$ cat src/rtl/label_ram_arb_pkg.sv
// Shared types for the label RAM arbiter: return-path owner tag and
// starvation counter width.
package label_ram_arb_pkg;

    typedef enum logic [1:0] {
        TAG_NONE = 2'd0,
        TAG_DISP = 2'd1,
        TAG_GAME = 2'd2
    } tag_t;

    localparam int STARVE_CNT_W = 8;

endpackage

$ cat src/rtl/label_ram_arb_starve_cnt.sv
// Saturating count of consecutive cycles the game requester has been refused.
module label_ram_arb_starve_cnt
    import label_ram_arb_pkg::*;
(
    input  logic                    clk,
    input  logic                    reset,
    input  logic                    blocked,
    input  logic [STARVE_CNT_W-1:0] limit,
    output logic                    at_limit
);

    logic [STARVE_CNT_W-1:0] cnt;

    always_ff @(posedge clk) begin
        if (reset) begin
            cnt <= '0;
        end else if (blocked) begin
            if (cnt < limit) begin
                cnt <= cnt + STARVE_CNT_W'(1);
            end
        end else begin
            cnt <= '0;
        end
    end

    assign at_limit = (cnt == limit);

endmodule

$ cat src/rtl/label_ram_arbiter.sv
// Single-port label RAM shared between the display stream (priority) and the
// game FSM; read data is routed back to its owner two cycles after the grant.
module label_ram_arbiter
    import label_ram_arb_pkg::*;
#(
    parameter int DATA_WIDTH   = 8,
    parameter int ADDR_WIDTH   = 16,
    parameter int STARVE_LIMIT = 15
) (
    input  logic                  clk,
    input  logic                  reset,
    input  logic                  disp_req,
    input  logic [ADDR_WIDTH-1:0] disp_addr,
    output logic                  disp_gnt,
    output logic                  disp_rvalid,
    output logic [DATA_WIDTH-1:0] disp_rdata,
    input  logic                  game_req,
    input  logic                  game_we,
    input  logic [ADDR_WIDTH-1:0] game_addr,
    input  logic [DATA_WIDTH-1:0] game_wdata,
    output logic                  game_gnt,
    output logic                  game_rvalid,
    output logic [DATA_WIDTH-1:0] game_rdata,
    output logic                  ram_en,
    output logic                  ram_we,
    output logic [ADDR_WIDTH-1:0] ram_addr,
    output logic [DATA_WIDTH-1:0] ram_wdata,
    input  logic [DATA_WIDTH-1:0] ram_rdata
);

    localparam logic [STARVE_CNT_W-1:0] LIMIT = STARVE_CNT_W'(STARVE_LIMIT);

    logic at_limit;
    logic blocked;
    tag_t tag_q;
    tag_t tag_d;

    // A starved game request wins even over an active display request.
    assign game_gnt = ~reset & game_req & (~disp_req | at_limit);
    assign disp_gnt = ~reset & disp_req & ~game_gnt;
    assign blocked  = game_req & ~game_gnt;

    label_ram_arb_starve_cnt u_starve_cnt (
        .clk      (clk),
        .reset    (reset),
        .blocked  (blocked),
        .limit    (LIMIT),
        .at_limit (at_limit)
    );

    always_comb begin
        ram_en    = 1'b0;
        ram_we    = 1'b0;
        ram_addr  = '0;
        ram_wdata = '0;
        if (disp_gnt) begin
            ram_en   = 1'b1;
            ram_addr = disp_addr;
        end else if (game_gnt) begin
            ram_en    = 1'b1;
            ram_we    = game_we;
            ram_addr  = game_addr;
            ram_wdata = game_wdata;
        end
    end

    always_comb begin
        tag_d = TAG_NONE;
        if (disp_gnt) begin
            tag_d = TAG_DISP;
        end else if (game_gnt && !game_we) begin
            tag_d = TAG_GAME;
        end
    end

    // Tag travels with the RAM's one-cycle read latency, then steers the data.
    always_ff @(posedge clk) begin
        if (reset) begin
            tag_q       <= TAG_NONE;
            disp_rvalid <= 1'b0;
            game_rvalid <= 1'b0;
            disp_rdata  <= '0;
            game_rdata  <= '0;
        end else begin
            tag_q       <= tag_d;
            disp_rvalid <= (tag_q == TAG_DISP);
            game_rvalid <= (tag_q == TAG_GAME);
            if (tag_q == TAG_DISP) begin
                disp_rdata <= ram_rdata;
            end
            if (tag_q == TAG_GAME) begin
                game_rdata <= ram_rdata;
            end
        end
    end

endmodule

$ cat config.mk
export PLATFORM = sky130hd
export DESIGN_NAME = label_ram_arbiter
export DESIGN_NICKNAME = d
export VERILOG_FILES = /design/src/rtl/label_ram_arb_pkg.sv /design/src/rtl/label_ram_arb_starve_cnt.sv /design/src/rtl/label_ram_arbiter.sv
export SDC_FILE = /design/constraint.sdc
export NUM_CORES = 1
export LEC_CHECK = 0
export BUFFER_PORTS_ARGS = -buffer_cell sky130_fd_sc_hd__buf_2
export CORE_ASPECT_RATIO = 1.2
export CORE_UTILIZATION = 42
export CTS_CLUSTER_SIZE = 14
export DETAILED_ROUTE_END_ITERATION = 10
export PLACE_DENSITY_LB_ADDON = 0.3
export RECOVER_POWER = 50
export SYNTH_ARGS = -nofsm -noshare
export SYNTH_HDL_FRONTEND = slang
export SYNTH_SLANG_ARGS = --single-unit
export TNS_END_PERCENT = 1
$ cat constraint.sdc
create_clock -name clk -period 4.51 [get_ports clk]
set_input_delay 0.2255 -clock clk [delete_from_list [all_inputs] [get_ports clk]]
set_output_delay 0.2255 -clock clk [all_outputs]
set_load 0.01 [all_outputs]
==> results.ini, run 1 <==
[finish]
insertedDiodeCount = 0
nets = 298
syn_to_final_growth_pct = 36.94
fin_util_pct = 62.52
final_layout_size_suffix_gt1_share_pct = 36.21

[synth]
synth.area.top_cells = dfxtp_1 43%, a32o_1 12%, nand2_1 10%
synth_top_family_by_area = simple AND/OR/NAND/NOR gates
ys_ff_latch = 28
synth_nets = 207
synth_area_per_cell_um2 = 8.546
synth.area.mux_share_pct = 0
ys_warn_count = 0
synth_simple_gate_area_share_pct = 25.45
syn_area_um2 = 1308
ys_seq_area_share_pct = 42.87
synth_cell_types = 29
synthAdderAreaFrac_pct = 0.9569
synth_top_cell_area_share_pct = 42.87
yosysTopAreaCell = dfxtp_1
synth_cells = 153
synthXorXnorAreaFrac_pct = 0
synth_compound_area_share_pct = 24.21

[floorplan]
core_area_um2 = 2864
start_util_pct = 45.65
die_area_um2 = 3341
die_x_um = 52.94
io_pins = 99
die_h_um = 63.12
rows = 21

[clocking]
path_clk_slew_ns = 0.15
cts_buffer_depth = 2
hold_buffers = 0
clock_latency_ns = 0.35
cts_tree = yes
htreeDepth = 1
cts_buffers = 3
cts_root_buf = clkbuf_4
cts_setup_buffers = 0
cts_sinks = 28
cts-resized-gates = 0

[power_and_ir_drop]
p_per_area_nw_per_um2 = 283.0
ir_drop_mv = 0.1904
leakagePower_nw = 0.8557

[worst_hold_path]
whs_endpoint = disp_rdata[2]$_SDFFE_PP0P_
hp-class = in -> reg
hold_depth = 3
hp-start = ram_rdata[2]

[timing]
finalSetupViolCount = 0
rsz0062_at_grt = no
timing.final.max_slew_violations = 0
hold_ws_ns = 0.1061
fin_setup_tns_ns = 0
period_share_pct = 58.74
worstMarginPinSlew_ns = 0.9317
final-hold-violation-count = 0
finClkSkew_ns = 0.01257
layout_min_cycle_time_ns = 2.649
slew_headroom_pct = 37.89
timing.fmax_mhz = 377.5

[placed_design]
dp_hpwl_mm = 2.638
portBuffers = 98
gp_congestion = 0.7842

[setup_path]
start_kind = flop
regToRegStartpoint = u_starve_cnt.cnt[5]$_SDFFE_PP0N_
critical_path.max_fanout = 27
crit_path_start = u_starve_cnt.cnt[5]$_SDFFE_PP0N_
cp_data_arrival_time_ns = 2.42
reg2reg_to = tag_q[1]$_SDFF_PP0_
reg2reg_slack_ns = 2.57
crit_required_ns = 4.28
worstSetupPathType = reg -> out
worst_r2r_path_depth = 3
endpoint_kind = output pin

[route]
viasPerCell = 5.191
wl_per_cell_um = 12.36
remaining_drc_errors = 0
drt_iter0_drc = 35
via_count = 1438
routed_wl_mm = 3.423
drtPass1Iterations = 4
ant_nets = 0

[outcome]
status = finished, final reports clean

[global_routing]
grt_pass1_vias = 1300
grt_max_degree = 28
grt-ovfl-total = 0
antenna_found_initial = 0
track_usage_pct = 21.33
grt_pass1_wl_mm = 5.354

[job]
max_cap_viol_count = 0

stage by stage:
step / power, mW / cell area [µm²] / worst slack, ns / cells
after global placement: 0.3479 / 1763 / 2.234 / 273
after detailed placement: 0.3485 / 1763 / 2.245 / 273
final: 0.5068 / 1790 / 1.861 / 277
after floorplan: 0.3068 / 1308 / 2.589 / 153
after global routing: 0.5274 / 1790 / 1.673 / 277
after CTS: 0.5123 / 1815 / 1.856 / 277
cell usage in the layout, fill, tap and decap left out:
master and count:
nand3_1 3, o31ai_1 1, nand2_1 36, o21ai_2 1, nor4_1 1, clkbuf_1 20, nand2b_1 2, or4_4 1
and3_2 1, o31a_4 1, a21oi_1 21, nor2b_1 3, o31a_2 1, nand3b_1 1, nor2_2 1, a21o_1 1
ha_1 1, bufinv_16 1, and3_1 12, or4_1 1, buf_2 78, dfxtp_1 28, a32o_1 16, and2_1 1
inv_1 2, clkbuf_4 3, nor2_1 4, and3b_1 1
power breakdown:
part | switching (mW) | internal, mW
Combinational | 0.0443 | 0.0395
Clock | 0.0757 | 0.0901
Sequential | 0.00341 | 0.254
final cells by class:
class | count | area (µm²)
fillers | 292 | 1074
multi-input cells | 111 | 661.9
flip-flops and latches | 28 | 560.5
repair buffers | 98 | 465.4
well taps | 34 | 42.54
clock inverters | 1 | 30.03
clock buffers | 3 | 22.52
inverters | 2 | 7.507
per-layer routing:
layer	vias to the layer above	track usage (%)	share of wire, %	wire length [µm]
met5	-	0	0	0
met4	0	10.86	2.1	73
met3	5	2.899	7.1	242
met2	63	38.77	51	1755
met1	641	22.73	39	1352
li1	729	-	-	-
cell families after synthesis:
group / Yosys count
fa+ha+maj: 1
compound gates: 42
flops: 28
simple gates: 68
buf+inv: 14
synthesized netlist by cell type:
cell	n
nor4_1	1
o31ai_1	1
and3b_1	1
o31a_4	1
buf_1	3
a32o_1	16
and3_1	12
nor2_2	1
or4_1	1
ha_1	1
nor2b_1	3
clkbuf_2	1
nor2_1	4
dfxtp_1	28
and3_2	1
a21oi_1	21
nand2_1	36
nand3_1	3
clkbuf_1	4
nand2b_1	2
buf_6	3
and2_1	1
inv_1	2
o31a_2	1
dlymetal6s2s_1	1
or4_4	1
a21o_1	1
o21ai_2	1
nand3b_1	1
worst max-delay path: stages, from the launching register on:
cell,delay [ns]
dfxtp_1,0.34
or4_4,0.59
o21ai_2,0.73
a32o_1,0.29
buf_2,0.14
registers in the layout, summed over array words and instances, names as in the netlist:
name,flops
disp_rdata,8
disp_rvalid,1
game_rdata,8
game_rvalid,1
tag_q,2
u_starve_cnt.cnt,8
worst max path at each step:
stage | endpoint | slack, ns | cells after the start
2_1_floorplan | ram_addr[10] | 2.59 | 5
3_3_place_gp | ram_addr[2] | 2.23 | 4
3_5_place_dp | ram_addr[2] | 2.24 | 4
4_1_cts | ram_addr[2] | 1.86 | 4
5_1_grt | ram_addr[15] | 1.67 | 5
6_report | ram_addr[2] | 1.86 | 4
Note: power is estimated with default switching activity, not from simulation.
==> run 2: changes to the inputs <==
ABC_AREA = 1   (was default)
CORE_UTILIZATION = 40   (was 42)
clock period = 2.5 ns   (was 4.51 ns; I/O delays follow)
==> run 2 against run 1 <==
Count of clock-buffer cells in the layout rose by 1. Synthesized cell count grew 31%. Core utilization fell by 3.8 points. Wire length down 2.2%. Cell count increased by 21%. Sequential share of layout area fell by 0.87 points. Flip-flop and latch count unchanged. Non-clock buffer count is 1 higher. Worst setup slack lost 1.4 ns. Largest cell class unchanged. Largest power group unchanged. Highest routed layer unchanged.
==> results.ini, run 2 <==
[outcome]
status = finished, final reports clean

[global_routing]
grt_pass1_wl_mm = 4.926
antenna_found_initial = 0
grt-ovfl-total = 0
grt_pass1_vias = 1254
grt_max_degree = 27
track_usage_pct = 17.96

[setup_path]
setup.worst_path.end = ram_addr[3]
critical-path-max-stage-delay_ns = 0.39
critPathSlowestCell = dfxtp_1
worstSetupPathType = reg -> out
cpMostUsedCell = nand3_1
cp_data_arrival_time_ns = 1.88
crit_family = simple AND/OR/NAND/NOR gates
endpoint_kind = output pin
start_kind = flop
crit_chain = ha_1 -> nand3_1 -> o21bai_1 -> nand2_2 -> nand3_1 -> nand2_1 -> buf_2
crit_required_ns = 2.38
crit_buf_inv = 1
path_depth = 7
reg2reg_slack_ns = 0.86
critical_path.max_fanout = 26
crit_path_start = u_starve_cnt.cnt[0]$_SDFFE_PP0N_
regToRegStartpoint = tag_q[1]$_SDFF_PP0_
worst_r2r_path_depth = 5
reg2reg_to = game_rdata[5]$_SDFFE_PP0P_

[timing]
hold_ws_ns = 0.04415
worstMarginPinSlew_ns = 0.6468
final-hold-violation-count = 0
timing.fmax_mhz = 499.5
layout_min_cycle_time_ns = 2.002
finClkSkew_ns = 0.008159
timing.final.max_slew_violations = 0
rsz0062_at_grt = no
period_share_pct = 80.09
finalSetupViolCount = 0
fin_setup_tns_ns = 0
slew_headroom_pct = 56.72

[placed_design]
dp.cells = 329
gp_congestion = 0.7648
dp_hpwl_mm = 2.607
portBuffers = 98

[floorplan]
die_area_um2 = 3628
die_x_um = 55.16
die_h_um = 65.79
rows = 22
io_pins = 99
core_area_um2 = 3138
start_util_pct = 43.22

[synth]
synth.area.mux_share_pct = 0
synth.area.top_cells = dfxtp_1 41%, nand2_1 20%, a21oi_1 7.4%
synth_cell_types = 20
synthArstFlopShare_pct = 0
yosysTopAreaCell = dfxtp_1
synth.most_common_cell = nand2_1
synth_simple_gate_area_share_pct = 38.56
synth_nets = 255
syn_area_um2 = 1356
synth_top_family_by_area = simple AND/OR/NAND/NOR gates
synth_compound_area_share_pct = 7.934
synth_area_per_cell_um2 = 6.748
ys_ff_latch = 28
ys_seq_area_share_pct = 41.33
synthAdderAreaFrac_pct = 0.9225
synth_cells = 201
synth_flop_cell = dfxtp_1
synthXorXnorAreaFrac_pct = 1.292
synth_common_cells = 73 x nand2_1, 28 x dfxtp_1, 23 x nor2_1
synth_top_cell_area_share_pct = 41.33
synth_edf_count = 0
ys_warn_count = 0

[finish]
top_regs = disp_rdata (8), game_rdata (8), u_starve_cnt.cnt (8)
nets = 353
insertedDiodeCount = 0
fin_util_pct = 58.69
final_common_cell = buf_2
final_layout_size_suffix_gt1_share_pct = 29.53
syn_to_final_growth_pct = 35.79
layout_common_cells = 80 x buf_2, 73 x nand2_1, 28 x dfxtp_1
fin_cells = 334

[route]
routed_wl_mm = 3.348
wl_per_cell_um = 10.02
viasPerCell = 4.638
remaining_drc_errors = 0
drtPass1Iterations = 4
drt_iter0_drc = 23
via_count = 1549
ant_nets = 0

[clocking]
path_clk_slew_ns = 0.14
cts_buffer_depth = 2
cts_buffers = 3
cts_tree = yes
htreeDepth = 1
clock_latency_ns = 0.32
cts_sinks = 28
cts-resized-gates = 0
cts_root_buf = clkbuf_4

[power_and_ir_drop]
leakagePower_nw = 0.9874
p_per_area_nw_per_um2 = 449.6
ir_drop_mv = 0.3186

[worst_hold_path]
hp-class = in -> reg

[job]
max_cap_viol_count = 0

==> run 2: per-stage QoR <==
| step | total power, mW | instance area [µm²] | worst slack [ns] |
|---|---|---|---|
| 6_report | 0.8280 | 1842 | 0.4978 |
| 3_3_place_gp | 0.6266 | 1836 | 0.8980 |
| 4_1_cts | 0.8446 | 1882 | 0.4865 |
| 2_1_floorplan | 0.5545 | 1356 | 1.115 |
| 5_1_grt | 0.8782 | 1842 | 0.2677 |
| 3_5_place_dp | 0.6285 | 1836 | 0.8692 |
==> run 2: what timing repair did <==
| action | in CTS | in global routing |
|---|---|---|
| setup buffers | 0 | 0 |
| hold buffers | 1 | 0 |
| endpoints found under the hold margin | 1 | 0 |
==> run 2: power breakdown <==
group	switching [mW]	internal [mW]
combinational	0.0848	0.0674
sequential	0.00573	0.458
clock	0.123	0.0891
==> run 2: area by class of cell <==
type	count	area, µm²
Fill cell	351	1296
Sequential cell	28	560.5
Multi-Input combinational cell	146	643.1
Timing Repair Buffer	99	478.0
Tap cell	36	45.04
Clock buffer	4	36.28
Inverter	21	78.83
==> run 2: cells by family after synthesis <==
| group | count (synthesis) |
|---|---|
| compound gates | 21 |
| fa+ha+maj | 1 |
| simple gates | 122 |
| flops | 28 |
| buf+inv | 27 |
| xor+xnor | 2 |
==> run 2: tightest hold or removal path, delay by kind of cell <==
family	cells	cell delay [ns]
and+or+nand+nor	1	0.05
AOI/OAI and AO/OA	1	0.05
buffers and inverters	1	0.10
==> run 2: worst min path at each step <==
stage / from / to / slack [ns] / depth (start not counted)
final: ram_rdata[4] / disp_rdata[4]$_SDFFE_PP0P_ / 0.04 / 3
after global routing: ram_rdata[0] / game_rdata[0]$_SDFFE_PP0P_ / 0.03 / 3
after CTS: ram_rdata[2] / disp_rdata[2]$_SDFFE_PP0P_ / 0.03 / 3
after detailed placement: game_we / tag_q[1]$_SDFF_PP0_ / 0.31 / 2
after global placement: game_we / tag_q[1]$_SDFF_PP0_ / 0.30 / 2
after floorplan: game_we / tag_q[1]$_SDFF_PP0_ / 0.20 / 1
==> run 2: metal layers <==
| metal | global-route usage, % | wire [µm] | share of wire [%] |
|---|---|---|---|
| met5 | 0 | 0 | 0 |
| met4 | 6.563 | 29 | 0.87 |
| met3 | 3.218 | 220 | 6.6 |
| met2 | 31.02 | 1675 | 50 |
| met1 | 21.26 | 1422 | 42 |
